===== config.mk =====
export PLATFORM = sky130hd
export DESIGN_NAME = store_unit
export DESIGN_NICKNAME = d
export VERILOG_FILES = /design/src/rtl/store_unit_pkg.sv /design/src/rtl/store_align.sv /design/src/rtl/store_unit.sv
export SDC_FILE = /design/constraint.sdc
export NUM_CORES = 1
export LEC_CHECK = 0
export ABC_AREA = 1
export CORE_ASPECT_RATIO = 1.25
export CORE_MARGIN = 2
export CORE_UTILIZATION = 50
export CTS_CLUSTER_DIAMETER = 30
export DETAILED_ROUTE_END_ITERATION = 10
export HOLD_SLACK_MARGIN = 0.12
export PLACE_DENSITY = 0.86
export SYNTH_ARGS = -nofsm -noshare
export SYNTH_HDL_FRONTEND = slang
export SYNTH_SLANG_ARGS = --single-unit

===== constraint.sdc =====
create_clock -name clk -period 2.25 [get_ports clk]
set_input_delay 0.45 -clock clk [delete_from_list [all_inputs] [get_ports clk]]
set_output_delay 0.45 -clock clk [all_outputs]
set_load 0.01 [all_outputs]

===== src/rtl/store_unit_pkg.sv =====
// rtl/store_unit_pkg.sv - store type codes and FSM state encodings for the store path
package store_unit_pkg;

    localparam logic [2:0] ST_SB = 3'b000;
    localparam logic [2:0] ST_SH = 3'b001;
    localparam logic [2:0] ST_SW = 3'b010;
    localparam logic [2:0] ST_SD = 3'b011;

    localparam logic [1:0] S_IDLE  = 2'd0;
    localparam logic [1:0] S_BEAT0 = 2'd1;
    localparam logic [1:0] S_BEAT1 = 2'd2;

endpackage


===== src/rtl/store_align.sv =====
// rtl/store_align.sv - combinational lane alignment of store data and byte enables over two bus words
module store_align
    import store_unit_pkg::*;
#(
    parameter int XLEN = 32,
    localparam int NB = XLEN / 8,
    localparam int OB = $clog2(NB)
) (
    input  logic [2:0]        i_type,
    input  logic [OB-1:0]     i_off,
    input  logic [XLEN-1:0]   i_data,
    output logic [2*NB-1:0]   o_wide_be,
    output logic [2*XLEN-1:0] o_wide_data,
    output logic              o_size_illegal
);

    logic [7:0]      w_m8;
    logic [NB-1:0]   w_be_nb;
    logic [XLEN-1:0] w_data_m;

    always_comb begin
        w_m8 = 8'h00;
        case (i_type)
            ST_SB:   w_m8 = 8'h01;
            ST_SH:   w_m8 = 8'h03;
            ST_SW:   w_m8 = 8'h0F;
            ST_SD:   w_m8 = 8'hFF;
            default: w_m8 = 8'h00;
        endcase
        o_size_illegal = i_type[2] | ((i_type == ST_SD) && (XLEN == 32));
        w_be_nb = w_m8[NB-1:0];
        // bytes beyond the access size are forced to zero before shifting
        w_data_m = '0;
        for (int i = 0; i < NB; i++) begin
            w_data_m[8*i +: 8] = w_be_nb[i] ? i_data[8*i +: 8] : 8'h00;
        end
        o_wide_be   = {{NB{1'b0}}, w_be_nb} << i_off;
        o_wide_data = {{XLEN{1'b0}}, w_data_m} << {i_off, 3'b000};
    end

endmodule


===== src/rtl/store_unit.sv =====
// rtl/store_unit.sv - store request to data-memory beats, splitting word-crossing stores in two
module store_unit
    import store_unit_pkg::*;
#(
    parameter int XLEN             = 32,
    parameter bit ALLOW_MISALIGNED = 1'b1,
    localparam int NB = XLEN / 8,
    localparam int OB = $clog2(NB)
) (
    input  logic            clk,
    input  logic            rst,
    input  logic            st_valid,
    output logic            st_ready,
    input  logic [2:0]      st_type,
    input  logic [XLEN-1:0] st_addr,
    input  logic [XLEN-1:0] st_data,
    output logic            mem_valid,
    input  logic            mem_ready,
    output logic [XLEN-1:0] mem_addr,
    output logic [NB-1:0]   mem_be,
    output logic [XLEN-1:0] mem_wdata,
    output logic            st_done,
    output logic            st_err
);

    logic [1:0]        r_state;
    logic [XLEN-1:0]   r_addr;
    logic [NB-1:0]     r_be;
    logic [XLEN-1:0]   r_wdata;
    logic [NB-1:0]     r_hi_be;
    logic [XLEN-1:0]   r_hi_wdata;
    logic              r_split;
    logic              r_done;
    logic              r_err;

    logic [2*NB-1:0]   w_wide_be;
    logic [2*XLEN-1:0] w_wide_data;
    logic              w_size_illegal;
    logic              w_split;
    logic              w_illegal;

    store_align #(.XLEN(XLEN)) u_align (
        .i_type         (st_type),
        .i_off          (st_addr[OB-1:0]),
        .i_data         (st_data),
        .o_wide_be      (w_wide_be),
        .o_wide_data    (w_wide_data),
        .o_size_illegal (w_size_illegal)
    );

    assign w_split   = |w_wide_be[2*NB-1:NB];
    assign w_illegal = w_size_illegal | (w_split & (ALLOW_MISALIGNED == 1'b0));

    assign st_ready  = (r_state == S_IDLE) && !rst;
    assign mem_valid = (r_state != S_IDLE);
    assign mem_addr  = r_addr;
    assign mem_be    = r_be;
    assign mem_wdata = r_wdata;
    assign st_done   = r_done;
    assign st_err    = r_err;

    always_ff @(posedge clk) begin
        if (rst) begin
            r_state    <= S_IDLE;
            r_addr     <= '0;
            r_be       <= '0;
            r_wdata    <= '0;
            r_hi_be    <= '0;
            r_hi_wdata <= '0;
            r_split    <= 1'b0;
            r_done     <= 1'b0;
            r_err      <= 1'b0;
        end else begin
            r_done <= 1'b0;
            r_err  <= 1'b0;
            case (r_state)
                S_IDLE: begin
                    if (st_valid) begin
                        if (w_illegal) begin
                            r_err <= 1'b1;
                        end else begin
                            r_state    <= S_BEAT0;
                            r_addr     <= {st_addr[XLEN-1:OB], {OB{1'b0}}};
                            r_be       <= w_wide_be[NB-1:0];
                            r_wdata    <= w_wide_data[XLEN-1:0];
                            r_hi_be    <= w_wide_be[2*NB-1:NB];
                            r_hi_wdata <= w_wide_data[2*XLEN-1:XLEN];
                            r_split    <= w_split;
                        end
                    end
                end
                S_BEAT0: begin
                    if (mem_ready) begin
                        if (r_split) begin
                            // second word address wraps naturally at the top of memory
                            r_state <= S_BEAT1;
                            r_addr  <= r_addr + XLEN'(NB);
                            r_be    <= r_hi_be;
                            r_wdata <= r_hi_wdata;
                        end else begin
                            r_state <= S_IDLE;
                            r_done  <= 1'b1;
                        end
                    end
                end
                S_BEAT1: begin
                    if (mem_ready) begin
                        r_state <= S_IDLE;
                        r_done  <= 1'b1;
                    end
                end
                default: r_state <= S_IDLE;
            endcase
        end
    end

endmodule

# ---- Yosys cells after proc, flatten, opt, wreduce, memory -nomap -nowiden
# Index checks and enable logic that the tools add are counted.
# W data, S select, Z words.
dict set report totals {
  ff_bits 109
  latch_bits 0
  mem_bits_rw 0
  romBits 0
  inputBits 71
  out_inout_bits 72
  word_cells 68
  n_memories 0
}
dict set report classes {
  n_addsub 1
  mul 0
  n_div 0
  magnitude_cmp 0
  n_eq_ne 10
  shifts 2
  muxes 31
  bitwise_logic 4
  reduce_logical 11
}
# op n
set ops {}
lappend ops {{$mux W32} 8}
lappend ops {{$pmux W32 S2} 2}
lappend ops {{$shl A32 B5 Y64} 1}
lappend ops {{$add A32 B3 Y32 const B} 1}
lappend ops {{$mux W8} 4}
lappend ops {{$mux W4} 4}
lappend ops {{$pmux W4 S4} 1}
lappend ops {{$mux W2} 5}
lappend ops {{$ne A2 B2 Y1 const B} 5}
lappend ops {{$pmux W4 S2} 1}
lappend ops {{$shl A4 B2 Y8} 1}
lappend ops {{$eq A3 B2 Y1 const B} 2}
lappend ops {{$pmux W2 S3} 1}
lappend ops {{$reduce_and A5 Y1} 1}
lappend ops {{$mux W1} 4}
lappend ops {{$reduce_and A4 Y1} 1}
lappend ops {{$reduce_bool A2 Y1} 2}
lappend ops {{$reduce_or A4 Y1} 1}
lappend ops {{$eq A3 B1 Y1 const B} 1}
lappend ops {{$logic_not A3 Y1} 1}
lappend ops {{$not A1 Y1} 3}
lappend ops {{$reduce_and A3 Y1} 1}
lappend ops {{$reduce_or A3 Y1} 1}
lappend ops {{$eq A2 B1 Y1 const B} 1}
lappend ops {{other kinds (6)} 6}

# ---- Longest topological paths before layout
dict set report logic_depth {
  word_depth 7
  mapped_depth 12
  ltp_nobuf 12
}

# ---- Hierarchy
# From an unflattened synthesis, not the netlist that was laid out.
dict set report unflattened {
  hier_cells 1033
  hier_area_um2 6307.3
}
# mod n_inst cells_per_inst area_per_inst_um2 seq_area_each_um2
set modules_own_cells {}
lappend modules_own_cells {store_unit 1 791 5215.0 2142.1}
lappend modules_own_cells {store_align 1 242 1092.3 0.0}

# ---- Worst setup path before layout
# Ideal clock, no wire load.
dict set report synth_path {
  path_type {flip-flop to flip-flop}
  startpoint {reg r_state[1]}
  endpoint {reg r_wdata[22], in the netlist mem_wdata[22]}
  setup_ns 0.128
  arrival_ns 1.572
  required_time_ns 2.122
  slack_ns 0.550
  path_stages_with_launch 11
  path_buffers 2
  period_less_slack_ns 1.700
  path_cell_list {dfxtp_1 -> inv_1 -> ha_1 -> buf_4 -> o21ai_2 -> inv_2 -> nand4_2 -> buf_2 -> nor2_1 -> nor2_1 -> nor2_1}
}
dict set report synth_via {
  elab_chain_len 3
  word_cells_on_any_way 9
  cone_classes {5 x eq/ne; 1 x mux; 3 x reduce/logical}
}
# item line_no
set synth_rtl {}
lappend synth_rtl {{from (decl)} store_unit.sv:26} ;# logic [1:0] r_state;
lappend synth_rtl {{from (signal assigned)} store_unit.sv:64} ;# r_state <= S_IDLE;
lappend synth_rtl {{from (signal assigned)} store_unit.sv:82} ;# r_state <= S_BEAT0;
lappend synth_rtl {{from (signal assigned)} store_unit.sv:96} ;# r_state <= S_BEAT1;
lappend synth_rtl {{$eq A2 B1 Y1 / $logic_not A2 Y1 (equally long branches)} store_unit.sv:76} ;# case (r_state)
lappend synth_rtl {{$ne A2 B2 Y1 (no line) / $reduce_bool A2 Y1 (equally long branches)} -}
lappend synth_rtl {{$reduce_and A5 Y1 (no line)} -}
lappend synth_rtl {{to (signal assigned)} store_unit.sv:85} ;# r_wdata <= w_wide_data[XLEN-1:0];
lappend synth_rtl {{to (signal assigned)} store_unit.sv:99} ;# r_wdata <= r_hi_wdata;
lappend synth_rtl {{to (decl)} store_unit.sv:29} ;# logic [XLEN-1:0] r_wdata;
# Parallel ways exist; a longest one is shown, timed or not.
# A chain may end at the register's enable or synchronous reset.

# ---- Worst setup path after layout
dict set report layout_path {
  startpoint {reg r_state[1]}
  endpoint {reg r_addr[22], in the netlist mem_addr[22]}
}
dict set report layout_via {
  elab_chain_len 3
  word_cells_on_any_way 9
  cone_classes {5 x eq/ne; 1 x mux; 3 x reduce/logical}
}
# item line_no
set layout_rtl {}
lappend layout_rtl {{$eq A2 B1 Y1 / $logic_not A2 Y1 (equally long branches)} store_unit.sv:76}
lappend layout_rtl {{$ne A2 B2 Y1 (no line) / $reduce_bool A2 Y1 (equally long branches)} -}
lappend layout_rtl {{$reduce_and A5 Y1 (no line)} -}
lappend layout_rtl {{to (signal assigned)} store_unit.sv:83} ;# r_addr <= {st_addr[XLEN-1:OB], {OB{1'b0}}};
lappend layout_rtl {{to (signal assigned)} store_unit.sv:97} ;# r_addr <= r_addr + XLEN'(NB);
lappend layout_rtl {{to (decl)} store_unit.sv:27} ;# logic [XLEN-1:0] r_addr;
# Parallel ways exist; a longest one is shown, timed or not.

==> results.ini <==
[layout]
drive_gt1_frac = 0.0870
area_growth_pct = 35.4
num-fill-cells = 959
final_cell_area_sq_um = 7780
instances_no_fill = 1216
num_antenna_cells = 0
finalNetCount = 1152

[clock_tree]
numCtsBuffers = 9
cts-root-buf = clkbuf_16
tritoncts = done
clock_path_buffers = 2
cts_max_level = 3
path_clk_slew_ns = 0.07
clock_latency_ns = 0.35
clkSinkCount = 98
post_cts_buffers = 0
ctsHoldBuffers = 0

[critical_path]
critPathMaxFanout = 25
worstPathArrival_ns = 2.20
start_kind = flip-flop
path_class = reg2reg
rrSetupSlack_ns = 0.27
end_kind = flip-flop
critical_path_required_ns = 2.47

[yosys]
synth_cells = 927
synth.distinct_cells = 40
yosys_register_bits = 98
avgSynthCellArea_sq_um = 6.20
synth_edf_count = 0
synth_top_cell_by_area = dfxtp_1
synth-main-ff-cell = dfxtp_1
seq_area_frac_synth = 0.341
netlist.area_leader.share = 0.341
yosys-top-cells-count = 316 x nand2_1, 116 x nor2_1, 98 x dfxtp_1
syn_area_sq_um = 5750
yosysWarnings = 0
synth_most_common_cell = nand2_1
async_flop_share = 0
synthTopCellsByArea = dfxtp_1 34%, nand2_1 21%, nor2_1 7.6%

[detailed_routing]
routed_wl_um = 20100
via_per_inst = 5.57
wl_per_cell_um = 16.5
drt-met1-wl_um = 7640
ant_nets = 0
wl_met3_um = 1390
vias = 6773
met2WireLength_um = 9980
top_layer = met4
drc = 0
drtIter0Drc = 560
drtPass1Iterations = 6

[placed_design]
placed_area_sq_um = 7470
io_buffers = 140
place_hpwl_um = 15100
dpl.cell_count = 1200
place_congestion = 1.02

[sta]
fmax_ghz = 0.505
finClkSkew_ns = 0.00892
tns_ns = 0
slew_violations = 0
rsz0062_at_grt = false
hold_viol_final = 0
worst_pin_slew_ns = 0.619
setup_viol = 0
layout_min_cycle_time_ns = 1.98
period_share = 0.881
maxSlewHeadroom = 0.587

[floorplanning]
die_w_um = 99.9
ios = 143
num_rows = 43
die_area_sq_um = 12400
coreArea_sq_um = 11100
die_height_um = 124
initial_core_util = 0.516

[power_and_ir_drop]
comb_power_share = 0.327
power_frac_seq = 0.383
clkPwrFrac = 0.291
intPower_uw = 3680
p_total_uw = 5560
peakVddDrop_mv = 0.535
p_switching_uw = 1880
p_leak_uw = 0.00310
power_per_cell_area_nw_per_um2 = 715
p_sw_frac = 0.339

[status]
outcome = complete, no violations

[global_routing]
grt_overflow = 0
grt_max_degree = 51
grt_pass1_vias = 6518
grt_pass1_wl_um = 31600
antenna_found_initial = 0
grt.total_usage = 0.327

[worst_hold_path]
worst_hold_path_type = in2reg

[job]
cap_violations = 0

## critical path, cell delays in order, from the launching register on
cell and delay [ns]:
dfxtp_1 0.37, inv_1 0.10, ha_1 0.21, buf_4 0.15, o21ai_2 0.20, inv_2 0.09, nand3_4 0.09, buf_4 0.28
nor2_1 0.08, nand2_1 0.09, nand2_1 0.05, nor2_1 0.09, nor2_1 0.04
## through the flow
stage               setup slack, ns  hold WS [ns]   util
detailed placement           0.0219         0.455  0.671
global route                 0.0817         0.433  0.699
global placement            0.00905         0.452  0.671
finish                        0.269         0.420  0.699
floorplan                     0.550         0.443      -
CTS                          0.0124         0.410  0.698
## cell families (layout without fill, tap and decap cells)
kind of cell,after synthesis,after routing,synth area share
compound gates,169,169,0.162
fa+ha+maj,5,5,0.0109
xor+xnor,6,6,0.00914
simple gates,528,528,0.383
buf+inv,120,273,0.0932
flops,98,98,0.341
other cells,1,2,0.000652
## per-layer routing
metal / vias to the layer above / GRT usage
met5: - / 0
li1: 3270 / -
met2: 349 / 0.579
met4: 0 / 0.182
met1: 3069 / 0.373
met3: 85 / 0.0556
## cells in the final DEF, fill, tap and decap left out, types with 2 or more instances in the layout
| master | n |
|---|---|
| nand2_1 | 316 |
| clkdlybuf4s50_1 | 137 |
| nor2_1 | 115 |
| dfxtp_1 | 98 |
| a21oi_1 | 76 |
| nand3_1 | 70 |
| inv_1 | 62 |
| o21ai_0 | 54 |
| buf_4 | 43 |
| o211ai_1 | 11 |
| a31oi_1 | 11 |
| clkbuf_16 | 9 |
| nor2_4 | 6 |
| o22ai_1 | 5 |
| buf_12 | 5 |
| inv_2 | 4 |
| or2_2 | 4 |
| xnor2_1 | 4 |
| ha_1 | 4 |
| nor2_2 | 3 |
| a32oi_1 | 3 |
| o21a_1 | 3 |
| nor3_1 | 3 |
| clkinv_1 | 2 |
| nand2_2 | 2 |
| nand3_4 | 2 |
| nand2_4 | 2 |
| nand4_1 | 2 |
| o21ai_1 | 2 |
| xor2_1 | 2 |
| conb_1 | 2 |
| clkinv_2 | 2 |
| dlymetal6s2s_1 | 2 |
## flip-flops by register name, summed over array words and instances (netlist names)
name        flops
mem_addr       30
mem_be          4
mem_wdata      32
r_hi_be         3
r_hi_wdata     24
r_split         1
r_state         2
st_done         1
st_err          1
## layout make-up
type                       instances  area [sq um]  share of cell area
clock inverter                     6          65.1             0.00836
clock buffer                      10           239              0.0307
sequential                        98          1960               0.252
inverter                          69           262              0.0336
timing repair buffer             188          1820               0.234
multi-input combinational        710          3260               0.419
tap                              135           169              0.0217
## power groups by stage
stage / sequential, uW / clock (uW) / combinational, uW
after global placement: 2160 / 0 / 1770
after floorplan: 2200 / 0 / 882
final: 2130 / 1620 / 1820
after detailed placement: 2160 / 0 / 1790
after CTS: 2130 / 1620 / 1820
after global routing: 2150 / 1700 / 1970
## final timing paths
| kind | start | to | cells past startpoint |
|---|---|---|---|
| max | r_state[1] | mem_addr[22] | 12 |
| min | rst | st_err | 4 |
| max reg2reg | r_state[1] | mem_addr[22] | 12 |
| min reg2reg | r_hi_wdata[14] | r_hi_wdata[14] | 2 |
## repair_timing
item,CTS,global route
gates cloned,0,0
gates resized for setup,1,2
setup endpoints to repair,1,2
No activity file was read; power rests on OpenSTA's default activity.
